<file path="config.mk">
export PLATFORM = sky130hd
export DESIGN_NAME = xm_stage_register
export DESIGN_NICKNAME = d
export VERILOG_FILES = /design/src/rtl/xm_pkg.sv /design/src/rtl/xm_slot.sv /design/src/rtl/xm_stage_register.sv
export SDC_FILE = /design/constraint.sdc
export NUM_CORES = 1
export LEC_CHECK = 0
export CAP_MARGIN = 20
export CELL_PAD_IN_SITES_DETAIL_PLACEMENT = 1
export CELL_PAD_IN_SITES_GLOBAL_PLACEMENT = 2
export CORE_UTILIZATION = 37
export DETAILED_ROUTE_END_ITERATION = 10
export PLACE_DENSITY_LB_ADDON = 0.1
export REMOVE_ABC_BUFFERS = 1
export SETUP_SLACK_MARGIN = 0.2
export SYNTH_ARGS = -nofsm -noshare
export SYNTH_HDL_FRONTEND = slang
export SYNTH_HIERARCHICAL = 1
export SYNTH_SLANG_ARGS = --single-unit
</file>
<file path="constraint.sdc">
create_clock -name clk -period 2.4 [get_ports clk]
set_clock_uncertainty 0.15 [all_clocks]
set_input_delay 0.24 -clock clk [delete_from_list [all_inputs] [get_ports clk]]
set_output_delay 0.24 -clock clk [all_outputs]
set_load 0.02 [all_outputs]
</file>
<file path="src/rtl/xm_pkg.sv">
// Shared definitions for the EX/MEM stage register: default widths, slot
// state codes and the payload record carried through both storage slots.
package xm_pkg;

    localparam int XM_DATA_WIDTH     = 32;
    localparam int XM_REG_ADDR_WIDTH = 5;

    // State is {skid_valid, main_valid}; the skid slot is never valid alone.
    localparam logic [1:0] ST_EMPTY = 2'b00;
    localparam logic [1:0] ST_HALF  = 2'b01;
    localparam logic [1:0] ST_FULL  = 2'b11;

    typedef struct packed {
        logic mem_read;
        logic mem_write;
        logic mem_reg;
        logic branch;
        logic reg_write;
    } xm_ctrl_t;

    typedef struct packed {
        logic [XM_DATA_WIDTH-1:0]     alu_result;
        logic                         alu_zero;
        logic [XM_DATA_WIDTH-1:0]     jump_result;
        logic [XM_REG_ADDR_WIDTH-1:0] write_reg_addr;
        xm_ctrl_t                     ctrl;
    } xm_payload_t;

endpackage

</file>
<file path="src/rtl/xm_slot.sv">
// One storage slot: a payload register plus valid bit. Clear only drops the
// valid bit so the payload stays visible (stale) on the outputs.
module xm_slot
    import xm_pkg::*;
#(
    parameter type T = xm_payload_t
) (
    input  logic clk,
    input  logic rst_n,
    input  logic load_i,
    input  logic clear_i,
    input  T     data_i,
    output logic valid_o,
    output T     data_o
);

    logic valid_q;
    T     data_q;

    always_ff @(posedge clk or negedge rst_n) begin
        if (!rst_n) begin
            valid_q <= 1'b0;
            data_q  <= '0;
        end else if (clear_i) begin
            valid_q <= 1'b0;
        end else if (load_i) begin
            valid_q <= 1'b1;
            data_q  <= data_i;
        end
    end

    assign valid_o = valid_q;
    assign data_o  = data_q;

endmodule

</file>
<file path="src/rtl/xm_stage_register.sv">
// EX/MEM pipeline register with a registered-ready elastic handshake, a one
// entry skid slot and a synchronous flush that kills every held entry.
module xm_stage_register
    import xm_pkg::*;
#(
    parameter int DATA_WIDTH     = XM_DATA_WIDTH,
    parameter int REG_ADDR_WIDTH = XM_REG_ADDR_WIDTH
) (
    input  logic                      clk,
    input  logic                      rst_n,
    input  logic                      flush,
    input  logic                      in_valid,
    output logic                      in_ready,
    input  logic [DATA_WIDTH-1:0]     in_alu_result,
    input  logic                      in_alu_zero,
    input  logic [DATA_WIDTH-1:0]     in_jump_result,
    input  logic [REG_ADDR_WIDTH-1:0] in_write_reg_addr,
    input  logic                      in_mem_read,
    input  logic                      in_mem_write,
    input  logic                      in_mem_reg,
    input  logic                      in_branch,
    input  logic                      in_reg_write,
    output logic                      out_valid,
    input  logic                      out_ready,
    output logic [DATA_WIDTH-1:0]     out_alu_result,
    output logic                      out_alu_zero,
    output logic [DATA_WIDTH-1:0]     out_jump_result,
    output logic [REG_ADDR_WIDTH-1:0] out_write_reg_addr,
    output logic                      out_mem_read,
    output logic                      out_mem_write,
    output logic                      out_mem_reg,
    output logic                      out_branch,
    output logic                      out_reg_write,
    output logic                      out_branch_taken,
    output logic [1:0]                occupancy
);

    typedef struct packed {
        logic [DATA_WIDTH-1:0]     alu_result;
        logic                      alu_zero;
        logic [DATA_WIDTH-1:0]     jump_result;
        logic [REG_ADDR_WIDTH-1:0] write_reg_addr;
        xm_ctrl_t                  ctrl;
    } payload_t;

    payload_t   in_payload;
    payload_t   main_data, skid_data, main_d;
    logic       main_valid, skid_valid;
    logic       main_load, main_clear, skid_load, skid_clear;
    logic       accept, drain;
    logic [1:0] state;

    assign in_payload.alu_result      = in_alu_result;
    assign in_payload.alu_zero        = in_alu_zero;
    assign in_payload.jump_result     = in_jump_result;
    assign in_payload.write_reg_addr  = in_write_reg_addr;
    assign in_payload.ctrl.mem_read   = in_mem_read;
    assign in_payload.ctrl.mem_write  = in_mem_write;
    assign in_payload.ctrl.mem_reg    = in_mem_reg;
    assign in_payload.ctrl.branch     = in_branch;
    assign in_payload.ctrl.reg_write  = in_reg_write;

    // in_ready comes straight from the skid valid flop, so out_ready never
    // reaches it combinationally.
    assign in_ready = ~skid_valid;
    assign accept   = in_valid & in_ready;
    assign drain    = main_valid & out_ready;
    assign state    = {skid_valid, main_valid};

    always_comb begin
        main_load  = 1'b0;
        main_clear = 1'b0;
        skid_load  = 1'b0;
        skid_clear = 1'b0;
        main_d     = in_payload;
        if (flush) begin
            main_clear = 1'b1;
            skid_clear = 1'b1;
        end else begin
            case (state)
                ST_EMPTY: main_load = accept;
                ST_HALF: begin
                    if (accept && !drain) begin
                        skid_load = 1'b1;
                    end else if (accept && drain) begin
                        main_load = 1'b1;
                    end else if (drain) begin
                        main_clear = 1'b1;
                    end
                end
                ST_FULL: begin
                    if (drain) begin
                        main_load  = 1'b1;
                        main_d     = skid_data;
                        skid_clear = 1'b1;
                    end
                end
                default: begin
                    main_clear = 1'b1;
                    skid_clear = 1'b1;
                end
            endcase
        end
    end

    xm_slot #(.T(payload_t)) u_main (
        .clk     (clk),
        .rst_n   (rst_n),
        .load_i  (main_load),
        .clear_i (main_clear),
        .data_i  (main_d),
        .valid_o (main_valid),
        .data_o  (main_data)
    );

    xm_slot #(.T(payload_t)) u_skid (
        .clk     (clk),
        .rst_n   (rst_n),
        .load_i  (skid_load),
        .clear_i (skid_clear),
        .data_i  (in_payload),
        .valid_o (skid_valid),
        .data_o  (skid_data)
    );

    assign out_valid          = main_valid;
    assign out_alu_result     = main_data.alu_result;
    assign out_alu_zero       = main_data.alu_zero;
    assign out_jump_result    = main_data.jump_result;
    assign out_write_reg_addr = main_data.write_reg_addr;
    assign out_mem_read       = main_data.ctrl.mem_read  & main_valid;
    assign out_mem_write      = main_data.ctrl.mem_write & main_valid;
    assign out_mem_reg        = main_data.ctrl.mem_reg   & main_valid;
    assign out_branch         = main_data.ctrl.branch    & main_valid;
    assign out_reg_write      = main_data.ctrl.reg_write & main_valid;
    assign out_branch_taken   = main_data.ctrl.branch & main_data.alu_zero & main_valid;
    assign occupancy          = {1'b0, main_valid} + {1'b0, skid_valid};

endmodule
</file>
# After elaboration in Yosys (flattened, before gate mapping)
# Cells that the tools add are included.
# totals
inputBits	80
word_cells	66
ff_bits	152
# classes
reduce_logical	10
add_sub_neg	1
bitwise_logic	12
n_mux	21
eq_ne	2
# op_table
op	count
2-to-1 mux 75 bit	3
2-to-1 mux 1 bit	15
AND 1 bit	9
one-hot mux 1 bit (2 select lines)	2
AND reduction 2 bit	2
nonzero test 2 bit	2
OR reduction 2 bit	2
NOT 1 bit	3
one-hot mux 1 bit (3 select lines)	1
adder 1 x 1 -> 2 bit	1
== test 2 x 1 -> 1 bit, second input constant	1
== test 2 bit, second input constant	1
logical AND 1 bit	2
logical NOT 2 bit	1
logical NOT 1 bit	1

# Longest topological paths before layout
# Gate-level depths: netlist of the first run.
# logic_depth
depth_word	9
mapped_depth	9
mapped_depth_nobuf	7

# Modules after synthesis
# The synthesis of the first run kept the hierarchy.
# modules_own_cells
module	cells_each	instances	seq_area_each_um2	area_each_um2
xm_slot	162	2	1901.8	3090.5
xm_stage_register	111	1	0.0	1356.3

# Worst setup path after synthesis of the first run
# No wires, ideal clock.
# synth_timing
path_type	register -> register
startpoint	reg u_main.valid_q, in the netlist u_main/valid_o
endpoint	reg u_main.data_q, in the netlist u_main/data_o[19]
stages_incl_launch_ff	10
arrival_time_ns	2.163
synth_period_minus_slack_ns	2.438
path_slack_ns	-0.038
setup_ns	0.125
n_path_buf	3
t_required_ns	2.125
path_cell_list	dfrtp_1 -> buf_4 -> inv_1 -> ha_1 -> a21oi_1 -> o31ai_1 -> nor2b_4 -> buf_12 -> buf_12 -> mux2_4
# synth_via
elab_chain_len	8
elab_cells_between_ends	22
cone_classes	2 x eq/ne; 12 x mux; 2 x bitwise; 6 x reduce/logical
# synth_lines
item	line_no	rtl
start: declaration	xm_slot.sv:17	logic valid_q;
start signal: assignment	xm_slot.sv:22	valid_q <= 1'b0;
start signal: assignment	xm_slot.sv:25	valid_q <= 1'b0;
start signal: assignment	xm_slot.sv:27	valid_q <= 1'b1;
AND 1 bit	xm_stage_register.sv:67	assign drain = main_valid & out_ready;
2-to-1 mux 1 bit, or another cell as far along	xm_stage_register.sv:87	end else if (drain) begin
2-to-1 mux 1 bit / logical AND 1 bit (equally long branches)	xm_stage_register.sv:85, xm_stage_register.sv:83	
2-to-1 mux 1 bit	xm_stage_register.sv:83	if (accept && !drain) begin
one-hot mux 1 bit (2 select lines) *	xm_stage_register.sv:80	case (state)
2-to-1 mux 1 bit *	xm_stage_register.sv:76	if (flush) begin
named net main_clear	xm_stage_register.sv:49	logic main_load, main_clear, skid_load, skid_clear;
NOT 1 bit (no source line) *	n/a	
AND reduction 2 bit (no source line) *	n/a	
end signal: assignment	xm_slot.sv:28	data_q <= data_i;
end: declaration	xm_slot.sv:18	T data_q;
# Mark *: on every way through the listed nets, which the timed path passes. The rest lies on a longest branch.
# A chain may end at the register's enable or synchronous reset.

==> impl_metrics.tcl, run 1 <==
set metrics [dict create \
    status "finished clean" \
    dpl.hpwl_mm 11.6 \
    antenna_found_initial 0 \
    synth-xor-area-share_pct 0 \
    overflow 0 \
    syn_to_final_growth_pct 37.2 \
    slew_headroom_pct 65.5 \
    ios 160 \
    worstPathArrival_ns 2.45 \
    leakage_uw 0.00471 \
    synthAdderAreaFrac_pct 0.830 \
    layout.nets 717 \
    path_delay_family "multiplexers" \
    drt_iter0_drc 101 \
    netlist_instances 435 \
    crit_path_start_kind "flop" \
    cts_root_buf "clkbuf_16" \
    clockBufferDepth 2 \
    p_sw_share_pct 29.2 \
    finalHoldViolations 0 \
    numCtsBuffers 17 \
    power_density_nw_per_um2 958 \
    critical_path_class "flop to flop" \
    rows 51 \
    cts.reportedPaths.clkPinSlew_ns 0.06 \
    syn_area_um2 7540 \
    wl_per_cell_um 19.1 \
    synth.area.mux_share_pct 41.1 \
    grt_max_degree 54 \
    tightest_slew_ns 0.517 \
    layout_common_cells "mux2_4, clkdlybuf4s50_1, dfrtp_1" \
    drive_gt1_share_pct 49.0 \
    place_ws_ns -0.260 \
    seqPwrFrac_pct 40.1 \
    required_ns 2.55 \
    grt_pass1_vias 4904 \
    combPwrFrac_pct 32.2 \
    die-area_um2 20900 \
    start_util_pct 38.2 \
    power.share.clock_pct 27.8 \
    cts_max_level 4 \
    utilization_pct 52.5 \
    cp_slowest_stage_delay_ns 0.44 \
    clk_latency_ns 0.42 \
    layout_setup_ws_ns 0.101 \
    end_kind "flop" \
    viasPerCell 4.70 \
    core_area_um2 19700 \
    fin_crit_sh_pct 95.8 \
    n_fill_cell 1867 \
    wl_mm 17.4 \
    max_freq_mhz 435 \
    hp-class "input port to async pin" \
    synthDistinctLibCells 22 \
    drv_cap 0 \
    ant_nets 0 \
    synth_simple_gate_area_share_pct 1.89 \
    first_pass_iters 4 \
    die_height_um 145 \
    grt_pass1_wl_mm 27.7 \
    finalWeightedCongestion 0.713 \
    crit_path_top_delay_cell "dfrtp_2" \
    drc_errors 0 \
    crit_chain "buf_4 > ha_4 > nand3_4 > buf_4 > or2_4 > buf_12 > mux2_2 > mux2_2" \
    yosysSeqAreaShare_pct 50.5 \
    cts_tree "yes" \
    synth-compound-area-share_pct 0.282 \
    synth_top_family_by_area "multiplexers" \
    finalMaxSlewViolations 0 \
    groute.usage.overall_pct 17.5 \
    p_sw_uw 2890 \
    diodes 0 \
    min_period_ns 2.30 \
    io_buffers 159 \
    cp_num_buf_inv 3 \
    whs_ns 0.190 \
    synth.avg_cell_area_um2 17.3 \
    ys_ff_latch 152 \
    rsz0062_at_grt "true" \
    setup_violations 0 \
    yosysWarnings 6 \
    p_int_uw 7020 \
    via_count 4277 \
    peakVddDrop_uv 538 \
    die_x_um 145 \
    cts.sinks 152 \
    path_max_fanout 28 \
    fin_tns_setup_ns 0 \
]
[cell usage after synthesis]
master    count  area share [%]
dfrtp_1     152              50
mux2_4      150              30
mux2_2       75              11
buf_12       17             4.5
and2_1        5            0.42
buf_4         5            0.50
ha_1          5            0.83
nor2_1        5            0.25
nand2_1       4            0.20
inv_1         3            0.15
buf_2         2            0.13
nor2b_4       2            0.37
a21oi_1       1           0.066
a311oi_1      1            0.12
and3_1        1           0.083
buf_6         1            0.15
nand3_4       1            0.23
nand4_1       1           0.083
nor2b_1       1           0.083
nor3_1        1           0.066
o31ai_1       1            0.10
or2_4         1            0.12
[sequential cells by signal, indices dropped and copies added, names as in the netlist]
name,count
u_skid/data_o,75
u_main/valid_o,1
u_skid/valid_o,1
u_main/data_o,75
[kinds of logic after synthesis]
family,count (synthesis)
multiplexers,225
flip-flops,152
buffers and inverters,28
AND/OR/NAND/NOR,22
adder cells (fa/ha/maj),5
AO/OA/AOI/OAI,3
[power groups by stage]
| stage | Combinational [uW] | Sequential, uW | Clock [uW] |
|---|---|---|---|
| detailed placement | 3170 | 4000 | 0 |
| CTS | 3210 | 3980 | 2830 |
| global placement | 3100 | 3960 | 0 |
| floorplan | 1300 | 4400 | 0 |
| global route | 3390 | 4100 | 2930 |
| finish | 3190 | 3970 | 2750 |
[metal layers]
layer / part of all wire [%] / wire length, um / track usage (%)
met4: 1.2 / 209 / 5.43
met3: 4.5 / 777 / 3.92
met1: 45 / 7840 / 23.2
met5: 0 / 0 / 0
met2: 49 / 8550 / 28.6
[path summary, 6_finish.rpt]
kind	startpoint	endpoint	slack, ns	cells past startpoint
max	u_skid/valid_o$_DFFE_PN0P_	u_main/data_o[4]$_DFFE_PN0P_	0.10	8
min	rst_n	u_skid/data_o[29]$_DFFE_PN0P_	0.19	2
max reg2reg	u_skid/valid_o$_DFFE_PN0P_	u_main/data_o[4]$_DFFE_PN0P_	0.10	8
min reg2reg	u_skid/data_o[9]$_DFFE_PN0P_	u_skid/data_o[9]$_DFFE_PN0P_	0.35	1
max in group asynchronous	rst_n	u_skid/data_o[72]$_DFFE_PN0P_	1.16	3
min in group clk	in_jump_result[7]	u_skid/data_o[17]$_DFFE_PN0P_	0.31	2
[area by class of cell]
type                       count  area [um2]  area share [%]
inverter                       3        13.8           0.133
clock buffer                  18         439            4.25
clock inverter                14         161            1.56
sequential                   152        3810            36.8
tap                          265         332            3.21
multi-input combinational    255        3380            32.7
timing repair buffer         203        2210            21.4
[stage by stage]
stage	total power [uW]	cells	area (um2)
after global placement	7070	866	9450
after CTS	10000	906	10200
after floorplan	5700	410	7140
after global routing	10400	910	10300
after detailed placement	7170	866	9450
final	9910	910	10300
[repair_timing]
action	in CTS	in global routing
setup endpoints to repair	145	150
hold buffers	1	0
buffers inserted	5	1
pin swaps	1	3
gates resized for setup	30	5
gates cloned	2	3
hold endpoints to repair	53	0
Power figures use the tool's default switching activity.
==> run 2, diff against run 1 <==
--- a/config.mk
+++ b/config.mk
@@ -8,6 +8,7 @@
 export CAP_MARGIN = 20
 export CELL_PAD_IN_SITES_DETAIL_PLACEMENT = 1
 export CELL_PAD_IN_SITES_GLOBAL_PLACEMENT = 2
+export CORE_ASPECT_RATIO = 1.2
 export CORE_UTILIZATION = 37
 export DETAILED_ROUTE_END_ITERATION = 10
 export PLACE_DENSITY_LB_ADDON = 0.1
==> impl_metrics.tcl, run 2 (synthesis gave the netlist of run 1 again) <==
set metrics [dict create \
    io_buffers 159 \
    ios 160 \
    layout.nets 749 \
    reg2reg_from "u_main/valid_o$_DFFE_PN0P_" \
    layout_setup_ws_ns -0.0130 \
    worstPathArrival_ns 2.57 \
    cp_num_buf_inv 5 \
    first_pass_iters 4 \
    finalWeightedCongestion 0.760 \
    status "finished, violations left" \
    core_area_um2 19800 \
    final_cell_area_um2 11200 \
    end_kind "flop" \
    crit_path_top_delay_cell "dfrtp_1" \
    rows 56 \
    crit_chain "buf_6 > buf_4 > ha_4 > nand3_4 > buf_6 > or2_4 > buf_12 > buf_16 > mux2_4 > mux2_4" \
    hp-class "input port to async pin" \
    wl_mm 20.3 \
    power.total_uw 10100 \
    die_x_um 132 \
    cts.sinks 152 \
    final_common_cell "mux2_4" \
    ant_nets 0 \
    min_period_ns 2.41 \
    r2r_slack_ns -0.01 \
    cts.reportedPaths.clkPinSlew_ns 0.07 \
    finalHoldViolations 0 \
    drive_gt1_share_pct 51.0 \
    tightest_slew_ns 0.595 \
    layout_common_cells "mux2_4, clkdlybuf4s50_1, dfrtp_1" \
    peakVddDrop_uv 511 \
    groute.usage.overall_pct 19.4 \
    drc_errors 0 \
    start_util_pct 38.1 \
    grt_pass1_wl_mm 30.2 \
    leakage_uw 0.00514 \
    power_density_nw_per_um2 901 \
    cts_tree "yes" \
    cts_root_buf "clkbuf_16" \
    r2r_end "u_main/data_o[33]$_DFFE_PN0P_" \
    required_ns 2.56 \
    grt_max_degree 57 \
    clockBufferDepth 2 \
    slew_headroom_pct 60.4 \
    drv_cap 0 \
    grt_pass1_vias 5067 \
    syn_to_final_growth_pct 48.4 \
    viasPerCell 4.79 \
    crit_path_start_kind "flop" \
    overflow 0 \
    diodes 0 \
    rr_worst_depth 10 \
    finalMaxSlewViolations 0 \
    rsz0062_at_grt "true" \
    dpl.hpwl_mm 11.1 \
    path_delay_family "buffers and inverters" \
    numCtsBuffers 17 \
    dpl-instance-area_um2 9460 \
    clk_latency_ns 0.43 \
    cts_max_level 4 \
    cp_slowest_stage_delay_ns 0.37 \
    fin_tns_setup_ns -0.0185 \
    path_max_fanout 8 \
    failed_checks "setup timing" \
    utilization_pct 56.6 \
    setup_violations 3 \
    n_fill_cell 1832 \
    drt_iter0_drc 136 \
    wl_per_cell_um 21.7 \
    max_freq_mhz 414 \
    antenna_found_initial 0 \
    die_height_um 158 \
    via_count 4491 \
    die-area_um2 20900 \
    critical_path_class "flop to flop" \
    fin_crit_sh_pct 101 \
]
==> run 2: changes by cell type in the layout (fill, tap and decap cells not counted), sizes merged <==
cell and change:
buf +22, clkbuf +11, inv -3, clkinv +2, dlygate4sd2 -2, dlymetal6s2s +2, bufbuf +1, clkinvlp -1
==> run 2: area by class of cell <==
class | count | area (um2) | share of cell area [%]
multi-input cells | 255 | 3460 | 30.9
clock buffers | 20 | 447 | 3.99
clock inverters | 12 | 143 | 1.27
repair buffers | 235 | 2990 | 26.7
flip-flops and latches | 152 | 3800 | 34.0
inverters | 3 | 13.8 | 0.123
well taps | 261 | 327 | 2.92
==> run 2: worst max-delay path by stage <==
stage,from,endpoint,slack [ns],depth (start not counted)
final,u_main/valid_o$_DFFE_PN0P_,u_main/data_o[33]$_DFFE_PN0P_,-0.01,10
after global routing,u_main/valid_o$_DFFE_PN0P_,u_main/data_o[14]$_DFFE_PN0P_,-0.08,10
after CTS,u_main/valid_o$_DFFE_PN0P_,u_main/data_o[10]$_DFFE_PN0P_,0.11,10
after detailed placement,in_valid,u_main/data_o[10]$_DFFE_PN0P_,-0.24,7
after global placement,in_valid,u_main/data_o[9]$_DFFE_PN0P_,-0.15,7
after floorplan,u_main/valid_o$_DFFE_PN0P_,u_main/data_o[0]$_DFFE_PN0P_,-1.37,5
==> run 2: stage by stage <==
| stage | cells | hold slack, ns | worst slack, ns |
|---|---|---|---|
| floorplan | 410 | -0.206 | -1.37 |
| CTS | 920 | 0.219 | 0.112 |
| global route | 938 | 0.258 | -0.0764 |
| finish | 938 | 0.198 | -0.0130 |
| global placement | 857 | 0.115 | -0.154 |
| detailed placement | 857 | 0.114 | -0.236 |
==> run 2: per-layer routing <==
layer  share of wire, %  track usage (%)
met3                3.2             4.74
met1                 46             24.8
met5                  0                0
met4                1.1             5.75
met2                 50             32.6
==> run 2: what timing repair did <==
action                                  4_1_cts  5_1_grt
hold buffers                                  1        0
resized for setup                            40       31
endpoints found under the hold margin        51        0
gates cloned                                 13       13
pin swaps                                     3        6
setup buffers                                17        5
endpoints found under the setup margin      152      152
==> run 2: report_power, final <==
group	leakage [uW]	switching (uW)	internal [uW]
Sequential	0.00187	541	3450
Combinational	0.00298	1260	2120
Clock	0.000286	1130	1580
==> run 3, diff against run 2 <==
--- a/config.mk
+++ b/config.mk
@@ -5,13 +5,15 @@
 export SDC_FILE = /design/constraint.sdc
 export NUM_CORES = 1
 export LEC_CHECK = 0
+export ABC_AREA = 1
 export CAP_MARGIN = 20
 export CELL_PAD_IN_SITES_DETAIL_PLACEMENT = 1
 export CELL_PAD_IN_SITES_GLOBAL_PLACEMENT = 2
 export CORE_ASPECT_RATIO = 1.2
-export CORE_UTILIZATION = 37
+export CORE_UTILIZATION = 29
 export DETAILED_ROUTE_END_ITERATION = 10
-export PLACE_DENSITY_LB_ADDON = 0.1
+export MAX_ROUTING_LAYER = met4
+export PLACE_DENSITY = 0.9
 export REMOVE_ABC_BUFFERS = 1
 export SETUP_SLACK_MARGIN = 0.2
 export SYNTH_ARGS = -nofsm -noshare
==> impl_metrics.tcl, run 3 <==
set metrics [dict create \
    post-cts-setup-buffer-count 0 \
    yosysWarnings 6 \
    dpl.hpwl_mm 13.9 \
    synthDistinctLibCells 19 \
    p_int_uw 6460 \
    layout_setup_ws_ns 0.297 \
    core_area_um2 24800 \
    cts_tree "yes" \
    hp-class "input port to async pin" \
    start_util_pct 29.6 \
    async_reset_ff_share_pct 100 \
    syn_to_final_growth_pct 35.3 \
    viasPerCell 4.64 \
    finalMaxSlewViolations 0 \
    ant_nets 0 \
    p_sw_share_pct 34.5 \
    yosysMostFrequentCell "nand2_1" \
    drt_iter0_drc 277 \
    synthAdderAreaFrac_pct 0.851 \
    cts_max_level 4 \
    finalWeightedCongestion 0.739 \
    diodes 0 \
    die-area_um2 26000 \
    dr.max_layer_used "met4" \
    max_freq_mhz 476 \
    grt_max_degree 53 \
    rr_worst_depth 8 \
    drive_gt1_share_pct 8.62 \
    place_ws_ns 0.166 \
    grt_pass1_vias 6794 \
    setup_violations 0 \
    overflow 0 \
    reg2reg_from "u_main/valid_o$_DFFE_PN0P_" \
    cts.sinks 152 \
    ys_ff_latch 152 \
    status "finished clean" \
    synth.area.mux_share_pct 0 \
    synth_top_area_cell "dfrtp_1" \
    route.met3.wl_um 796 \
    rsz0062_at_grt "false" \
    cts_root_buf "clkbuf_16" \
    ios 160 \
    slew_headroom_pct 62.7 \
    io_buffers 159 \
    power.share.clock_pct 28.0 \
    path_max_fanout 6 \
    syn_area_um2 7350 \
    grt_pass1_wl_mm 36.2 \
    numCtsBuffers 17 \
    met2_length_mm 10.7 \
    wl_per_cell_um 15.3 \
    fin_crit_sh_pct 87.6 \
    first_pass_iters 6 \
    required_ns 2.01 \
    synth.avg_cell_area_um2 7.84 \
    synth-main-ff-cell "dfrtp_1" \
    r2r_end "u_main/data_o[73]$_DFFE_PN0P_" \
    die_height_um 176 \
    via_count 6559 \
    yosys-top-cells-area "dfrtp_1, nand2_1, nand3_1" \
    r2r_slack_ns 0.36 \
    finalHoldViolations 0 \
    critical_path_class "flop to primary output" \
    end_kind "primary output" \
    stdcell_count 1415 \
    wl_met1_mm 9.85 \
    layout_common_cells "nand2_1, clkdlybuf4s50_1, nand3_1" \
    die_x_um 147 \
    antenna_found_initial 0 \
    cts.reportedPaths.clkPinSlew_ns 0.07 \
    synth_top_family_by_area "simple AND/OR/NAND/NOR gates" \
    synth-edff-count 0 \
    drc_errors 0 \
    leakage_uw 0.00515 \
    whs_ns 0.165 \
    drv_cap 0 \
    clk_latency_ns 0.43 \
    synth_simple_gate_area_share_pct 31.0 \
    fin_tns_setup_ns 0 \
    power_density_nw_per_um2 991 \
    worstPathArrival_ns 1.71 \
    n_fill_cell 3006 \
    min_period_ns 2.10 \
    synth_top_area_share_pct 51.7 \
    peakVddDrop_uv 495 \
    rows 63 \
    final_common_cell "nand2_1" \
    dp_cells 1382 \
    yosysSeqAreaShare_pct 51.7 \
    synth-xor-area-share_pct 0 \
    p_sw_uw 3400 \
    groute.usage.overall_pct 18.3 \
    power.total_uw 9860 \
    wl_mm 21.7 \
    tightest_slew_ns 0.560 \
    layout.nets 1162 \
    seqPwrFrac_pct 40.8 \
    netlist_instances 938 \
    clockBufferDepth 2 \
    crit_start "u_main/valid_o$_DFFE_PN0P_" \
    synth-compound-area-share_pct 6.58 \
    synth_common_cells "nand2_1, dfrtp_1, nand3_1" \
    crit_path_start_kind "flop" \
    combPwrFrac_pct 31.2 \
    cp-endpoint "out_branch" \
]
-- run 3: changes by cell type after synthesis, moves of 4 or more --
cell	delta
and2_1	-5
buf_12	-17
buf_2	+22
buf_4	+4
buf_6	+10
clkbuf_1	+21
inv_1	+83
mux2_2	-75
mux2_4	-150
nand2_1	+386
nand3_1	+152
o21ai_1	+50
o21ai_2	+25
-- run 3: area by class of cell --
type	count	area, um2	share of cell area [%]
clock inverter	12	140	1.41
tap	325	407	4.09
clock buffer	20	457	4.59
multi-input combinational	632	2860	28.7
sequential	152	3810	38.2
timing repair buffer	185	1950	19.6
inverter	89	337	3.38
-- run 3: routing by layer --
layer | vias to the layer above | global-route usage (%)
met5 | - | -
met4 | 0 | 5.71
met3 | 20 | 3.15
met2 | 118 | 31.0
met1 | 3214 | 22.1
li1 | 3207 | -
-- run 3: kinds of logic (layout without fill, tap and decap cells) --
kind of cell	count (synthesis)	after routing
buffers and inverters	154	306
flip-flops	152	152
AO/OA/AOI/OAI	78	78
AND/OR/NAND/NOR	549	549
adder cells (fa/ha/maj)	5	5
-- run 3: worst min-delay path by stage --
stage / start / endpoint / slack (ns) / depth (start not counted)
6_report: rst_n / u_main/data_o[46]$_DFFE_PN0P_ / 0.16 / 2
5_1_grt: rst_n / u_main/data_o[46]$_DFFE_PN0P_ / 0.21 / 2
4_1_cts: rst_n / u_main/data_o[46]$_DFFE_PN0P_ / 0.20 / 2
3_5_place_dp: rst_n / u_main/data_o[46]$_DFFE_PN0P_ / 0.09 / 1
3_3_place_gp: rst_n / u_main/data_o[46]$_DFFE_PN0P_ / 0.08 / 1
2_1_floorplan: rst_n / u_main/data_o[0]$_DFFE_PN0P_ / -0.21 / 0
-- run 3: worst max-delay path: stages (launching register included) --
cell and delay [ns]:
dfrtp_2 0.42, buf_4 0.15, nand2_1 0.07, inv_1 0.06, clkdlybuf4s50_1 0.59
-- run 3: per-stage QoR --
stage / instance area (um2) / utilization, %
after detailed placement: 9320 / 37.5
after global placement: 9320 / 37.5
after CTS: 9930 / 40.0
final: 9950 / 40.1
after global routing: 9950 / 40.1
after floorplan: 6960 / -
-- run 3: what timing repair did --
item,in CTS,in global routing
setup endpoints to repair,45,70
hold buffers,1,0
gates resized for setup,3,7
endpoints found under the hold margin,48,0
pin swaps,0,0
-- run 3: power groups by stage --
stage | Combinational [uW] | Clock (uW) | Sequential, uW
2_1_floorplan | 1100 | 0 | 4480
3_3_place_gp | 3040 | 0 | 4030
3_5_place_dp | 3110 | 0 | 4070
4_1_cts | 3120 | 2830 | 4040
5_1_grt | 3440 | 2920 | 4150
6_report | 3080 | 2760 | 4020
